**src/rtl/bridge_reg_bank_pkg.sv**
```systemverilog
// Shared types and helpers for the bridge-mapped configuration register bank.
package bridge_reg_bank_pkg;

    localparam logic [8:0] REG_BANK_CTRL_OFFSET = 9'h100;

    // Read view of the CTRL word: {16'b0, apply_count, 7'b0, pending}.
    typedef struct packed {
        logic [15:0] reserved_hi;
        logic [7:0]  apply_count;
        logic [6:0]  reserved_lo;
        logic        pending;
    } reg_bank_ctrl_t;

    // Write view of the CTRL word, low two data bits.
    typedef struct packed {
        logic discard;
        logic commit;
    } reg_bank_ctrl_wr_t;

    function automatic logic [31:0] mask_merge(
        input logic [31:0] data,
        input logic [31:0] mask,
        input logic [31:0] rval
    );
        return (data & mask) | (rval & ~mask);
    endfunction

endpackage

```
**src/rtl/bridge_reg_cell.sv**
```systemverilog
// One shadow/live register pair with a per-cell write mask and reset value.
module bridge_reg_cell
    import bridge_reg_bank_pkg::*;
#(
    parameter logic [31:0] RESET_VAL = 32'h0,
    parameter logic [31:0] WR_MASK   = 32'hffff_ffff,
    parameter bit          GATED     = 1'b1
) (
    input  logic        clk_74a,
    input  logic        reset_n,
    input  logic        wr_en,
    input  logic [31:0] wr_data,
    input  logic        commit,
    input  logic        discard,
    output logic [31:0] shadow,
    output logic [31:0] live,
    output logic        changed
);

    logic do_commit;
    logic do_discard;
    logic unused_ctl;

    // Ungated cells copy shadow to live every cycle, so live trails writes by one edge.
    assign do_commit  = GATED ? commit : 1'b1;
    assign do_discard = GATED && discard;
    assign unused_ctl = commit ^ discard;

    always_ff @(posedge clk_74a or negedge reset_n) begin
        if (!reset_n) begin
            shadow  <= RESET_VAL;
            live    <= RESET_VAL;
            changed <= 1'b0;
        end else begin
            changed <= 1'b0;
            if (do_discard) begin
                shadow <= live;
            end else if (wr_en) begin
                shadow <= mask_merge(wr_data, WR_MASK, RESET_VAL);
            end
            if (do_commit) begin
                live    <= shadow;
                changed <= (live != shadow);
            end
        end
    end

endmodule

```
**src/rtl/bridge_reg_bank.sv**
```systemverilog
// Bank of bridge-mapped 32-bit registers with shadow/live double buffering,
// commit/discard control and a registered read port.
module bridge_reg_bank
    import bridge_reg_bank_pkg::*;
#(
    parameter logic [31:0] BASE_ADDR            = 32'h0010_0000,
    parameter int          NUM_REGS             = 4,
    parameter logic [31:0] RESET_VALS [NUM_REGS] = '{default: 32'h0},
    parameter logic [31:0] WR_MASKS   [NUM_REGS] = '{default: 32'hffff_ffff},
    parameter bit          GATED                = 1'b1
) (
    input  logic                     clk_74a,
    input  logic                     reset_n,
    input  logic [31:0]              bridge_addr,
    input  logic                     bridge_wr,
    input  logic [31:0]              bridge_wr_data,
    input  logic                     bridge_rd,
    output logic [31:0]              bridge_rd_data,
    output logic                     bridge_selected,
    input  logic                     apply_strobe,
    output logic [NUM_REGS*32-1:0]   regs_live,
    output logic [NUM_REGS-1:0]      reg_updated,
    output logic                     pending
);

    logic              in_window;
    logic              is_reg;
    logic              is_ctrl;
    logic [5:0]        word;
    logic              reg_wr;
    logic              ctrl_wr;
    logic              discard_evt;
    logic              commit_evt;
    logic [7:0]        apply_count;
    reg_bank_ctrl_wr_t ctrl_cmd;
    reg_bank_ctrl_t    ctrl_rd;
    logic [31:0]       rd_next;
    logic [31:0]       shadow_q [NUM_REGS];
    logic [2:0]        unused_bits;

    // BASE_ADDR is 512-byte aligned, so the window is decoded from bits [31:9]
    // plus the in-page offset limit of 0x103.
    assign in_window       = (bridge_addr[31:9] == BASE_ADDR[31:9]) &&
                             (!bridge_addr[8] || (bridge_addr[7:2] == 6'd0));
    assign bridge_selected = in_window;
    assign word            = bridge_addr[7:2];
    assign is_ctrl         = in_window && (bridge_addr[8:2] == REG_BANK_CTRL_OFFSET[8:2]);
    assign is_reg          = in_window && !bridge_addr[8] && ({1'b0, word} < 7'(NUM_REGS));
    assign unused_bits     = {bridge_rd, bridge_addr[1:0]};

    assign reg_wr   = bridge_wr && is_reg;
    assign ctrl_wr  = bridge_wr && is_ctrl;
    assign ctrl_cmd = reg_bank_ctrl_wr_t'(bridge_wr_data[1:0]);

    // Discard beats any commit request arriving in the same cycle.
    assign discard_evt = GATED && ctrl_wr && ctrl_cmd.discard;
    assign commit_evt  = GATED && pending && !discard_evt &&
                         (apply_strobe || (ctrl_wr && ctrl_cmd.commit));

    for (genvar g = 0; g < NUM_REGS; g++) begin : g_cell
        bridge_reg_cell #(
            .RESET_VAL (RESET_VALS[g]),
            .WR_MASK   (WR_MASKS[g]),
            .GATED     (GATED)
        ) u_cell (
            .clk_74a (clk_74a),
            .reset_n (reset_n),
            .wr_en   (reg_wr && (word == 6'(g))),
            .wr_data (bridge_wr_data),
            .commit  (commit_evt),
            .discard (discard_evt),
            .shadow  (shadow_q[g]),
            .live    (regs_live[32*g +: 32]),
            .changed (reg_updated[g])
        );
    end

    // A write in the same cycle as a commit keeps pending set: it lands after the copy.
    always_ff @(posedge clk_74a or negedge reset_n) begin
        if (!reset_n) begin
            pending     <= 1'b0;
            apply_count <= 8'd0;
        end else begin
            if (discard_evt) begin
                pending <= 1'b0;
            end else if (reg_wr && GATED) begin
                pending <= 1'b1;
            end else if (commit_evt) begin
                pending <= 1'b0;
            end
            if (commit_evt) begin
                apply_count <= apply_count + 8'd1;
            end
        end
    end

    always_comb begin
        ctrl_rd             = '0;
        ctrl_rd.apply_count = apply_count;
        ctrl_rd.pending     = pending;
    end

    always_comb begin
        rd_next = 32'h0;
        if (is_ctrl) begin
            rd_next = ctrl_rd;
        end else if (is_reg) begin
            for (int i = 0; i < NUM_REGS; i++) begin
                if (word == 6'(i)) begin
                    rd_next = shadow_q[i];
                end
            end
        end
    end

    always_ff @(posedge clk_74a or negedge reset_n) begin
        if (!reset_n) begin
            bridge_rd_data <= 32'h0;
        end else begin
            bridge_rd_data <= rd_next;
        end
    end

endmodule

```
**config.mk**
```make
export PLATFORM = sky130hd
export DESIGN_NAME = bridge_reg_bank
export DESIGN_NICKNAME = d
export VERILOG_FILES = /design/src/rtl/bridge_reg_bank_pkg.sv /design/src/rtl/bridge_reg_cell.sv /design/src/rtl/bridge_reg_bank.sv
export SDC_FILE = /design/constraint.sdc
export NUM_CORES = 1
export LEC_CHECK = 0
export ABC_AREA = 1
export CELL_PAD_IN_SITES_DETAIL_PLACEMENT = 2
export CELL_PAD_IN_SITES_GLOBAL_PLACEMENT = 2
export CORE_ASPECT_RATIO = 0.6
export CORE_MARGIN = 8
export CORE_UTILIZATION = 35
export CTS_CLUSTER_DIAMETER = 60
export CTS_CLUSTER_SIZE = 30
export DETAILED_ROUTE_END_ITERATION = 16
export GPL_TIMING_DRIVEN = 0
export PLACE_DENSITY_LB_ADDON = 0.1
export REMOVE_ABC_BUFFERS = 1
export SETUP_SLACK_MARGIN = 0.02
export SKIP_CTS_REPAIR_TIMING = 1
export SLEW_MARGIN = 40
export SYNTH_ARGS = -nofsm -noshare
export SYNTH_HDL_FRONTEND = slang
export SYNTH_SLANG_ARGS = --single-unit
```
**constraint.sdc**
```tcl
create_clock -name clk_74a -period 5.25 [get_ports clk_74a]
set_input_delay 1.3125 -clock clk_74a [delete_from_list [all_inputs] [get_ports clk_74a]]
set_output_delay 1.3125 -clock clk_74a [all_outputs]
set_load 0.005 [all_outputs]
```
==> results.md <==
- Setup TNS Final: 0 ns
- Max_cap viols: 0
- Leakage: 9.11 nW
- Synthesized flop and latch total: 301
- Die height: 180 µm
- Clock Sink Count: 301
- Pwr/cell area: 237 nW/µm²
- Max VDD drop: 0.219 mV
- First-pass GRT wire length: around 110 mm
- Die footprint: about 52000 µm²
- Critical Path End: bridge_selected
- R2R setup slack: 3.19 ns
- Comb pwr share: 5.0%
- Run status: finished clean
- CTS tree: yes
- Crit. End Element: primary output
- Register area share after synthesis: between 40% and 50%
- Layout cells sized above 1: 7.00%
- Worst r2r src: g_cell[0].u_cell.live[18]
- Count of final max-slew check failures: 0
- Crit path DAT: 3.41 ns
- Synth Cell Area: 15700 µm²
- RSZ-0062 raised after global routing: no
- Initial antenna violation count: 2
- GPL Wtd Cong: 0.765
- Routed length per placed instance: 27.2 µm
- Peak fanout along the critical path: 16
- Commonest non-fill, non-tap cell in the layout: nand3_1
- Layout Nets: about 2100
- Total power: 0.00470 W
- P_sw: approximately 0.0012 W
- Drt drc: 0
- Clock network fraction of total power: 45.6%
- DRT antenna net count: 0
- Total wire length: 72.2 mm
- F_max: 0.212 GHz
- Hold Crit Class: reg -> reg
- Initial core utilization: 35.2%
- Largest net degree at the start of global routing: 77
- I/O Pins: ~240
- Mean post-synth cell area: between 8 and 9 µm²
- Routed vias: between 15000 and 20000
- Switch share: 26.6%
- Buffers on Ports: 231
- Fin crit share: 89.9%
- DRT iter0 DRCs: 1076
- Core box area: approximately 45000 µm²
- Total track usage: 27.2%
- Worst setup path class: in -> out
- DR vias/cell: 5.98
- CTS Buffer Depth: 3
- R2R cell count: 6
- Minimum clock period: 4.72 ns
- Worst-path clk slew: 0.07 ns
- Worst Skew: approximately 0.019 ns
- Worst-Skew Late Latency: 0.58 ns
- Setup Viol. Count Final: 0
- Die Width: 289 µm
- Total gr overflow: 0
- Synthesized instance count: 1886
- Inserted Clock Buffers: 27
- R2r endpoint: g_cell[0].u_cell.changed
- Synth unique cells: 32
- TritonRoute pass-1 iters: 5
- Crit path launch: bridge_addr[2]
- Vias in the first global route: 17300
- Req. time, crit path: about 3.9 ns
- CTS root buffer: clkbuf_16
- Post-DP HPWL: 48.5 mm
- Synth warn: 0
- Flop pwr share: 49.3%
- Slew margin rel.: 40.9%
- Row cnt: 60
- Internal: 0.00345 W
- H-Tree Depth: 1
- Worst-margin pin slew: 0.884 ns
- Type of origin of the critical path: input port
- Hold Fails Final Rpt: 0
- Syn-to-layout area delta: 26.2%
- Most frequent cells in the layout: nand3_1, nand2_1, dfrtp_1
[worst min path at each step]
stage,end,slack [ns],cells past startpoint,startpoint
after detailed placement,apply_count[3],0.53,2,apply_count[3]
final,apply_count[3],0.55,2,apply_count[3]
after global placement,apply_count[7],0.50,2,apply_count[7]
after CTS,apply_count[3],0.55,2,apply_count[3]
after floorplan,apply_count[6],0.46,2,apply_count[6]
after global routing,apply_count[3],0.56,2,apply_count[3]
[stage by stage]
step	hold WS [ns]	instances	setup slack, ns	utilization [%]	instance area (µm²)
after floorplan	0.463	1724	-3.03	-	14900
after global placement	0.503	2544	-15.64	40.3	17900
final	0.546	2660	0.530	44.5	19800
after detailed placement	0.530	2610	0.163	42.4	18900
after CTS	0.547	2659	0.524	44.4	19800
after global routing	0.560	2660	0.466	44.5	19800
[area by class of cell]
| cell class | instances | area (µm²) |
|---|---|---|
| clock inverters | 19 | 196 |
| diodes | 1 | 2.50 |
| multi-input cells | 1375 | 7240 |
| well taps | 589 | 737 |
| inverters | 48 | 200 |
| flip-flops and latches | 301 | 7530 |
| fillers | 4919 | 24700 |
| clock buffers | 30 | 707 |
| repair buffers | 297 | 3180 |
[sequential cells by signal (all words and copies together) (netlist names)]
signal / count
g_cell.u_cell.shadow: 128
g_cell.u_cell.live: 128
bridge_rd_data: 32
g_cell.u_cell.changed: 4
apply_count: 8
pending: 1
[cell families (layout without fill, tap and decap cells)]
family / count (synthesis) / in the layout / share of synthesized area, %
AO/OA/AOI/OAI: 111 / 111 / 4.67
XOR/XNOR: 114 / 114 / 6.37
adder cells (fa/ha/maj): 1 / 1 / 0.0798
buffers and inverters: 210 / 394 / 6.23
flip-flops: 301 / 301 / 48.0
other: 0 / 1 / 0
AND/OR/NAND/NOR: 1149 / 1149 / 34.6
[layer usage]
| layer | global-route usage (%) | part of all wire (%) | routed length [µm] | vias up |
|---|---|---|---|---|
| met2 | 43.7 | 47 | 33800 | 485 |
| li1 | - | - | - | 6915 |
| met3 | 4.60 | 5.9 | 4230 | 138 |
| met1 | 37.2 | 44 | 31900 | 8373 |
| met5 | 0 | 0.018 | 13 | - |
| met4 | 8.23 | 3.1 | 2240 | 2 |
[power groups by stage]
stage	sequential (W)	clock [W]	combinational, W
after detailed placement	0.00236	0	0.000237
after global placement	0.00237	0	0.000210
after global routing	0.00232	0.00225	0.000251
after CTS	0.00232	0.00219	0.000237
after floorplan	0.00236	0	0.0000270
final	0.00232	0.00214	0.000237
[synthesized netlist by cell type]
master / instances / area, µm²
nand2_1: 373 / 1400
nor3_1: 10 / 50.1
dfrtp_1: 301 / 7530
inv_2: 4 / 15.0
and2_1: 1 / 6.26
nor2_1: 71 / 267
a22oi_1: 15 / 113
or2_2: 7 / 43.8
nand2_2: 1 / 6.26
o211ai_1: 5 / 37.5
a211oi_1: 23 / 173
nor2_4: 1 / 11.3
a21oi_1: 16 / 80.1
buf_6: 8 / 90.1
o22ai_1: 30 / 188
xnor2_1: 102 / 893
ha_1: 1 / 12.5
buf_2: 52 / 260
nand4_4: 1 / 21.3
clkbuf_1: 85 / 319
o2111ai_1: 7 / 61.3
nand3_1: 532 / 2660
buf_4: 17 / 128
nor3_4: 1 / 16.3
inv_1: 43 / 161
o21ai_0: 13 / 65.1
a21boi_0: 1 / 7.51
nor2_2: 1 / 6.26
nand4_1: 150 / 938
o21a_1: 1 / 7.51
xor2_1: 12 / 105
clkinv_1: 1 / 3.75
[worst max-delay path, cell delays in order]
cell	delay (ns)
clkdlybuf4s50_1	0.50
inv_2	0.14
nand3_1	0.20
nor2_4	0.55
o21a_1	0.19
clkdlybuf4s50_1	0.51
(Power assumes the default switching activity.)
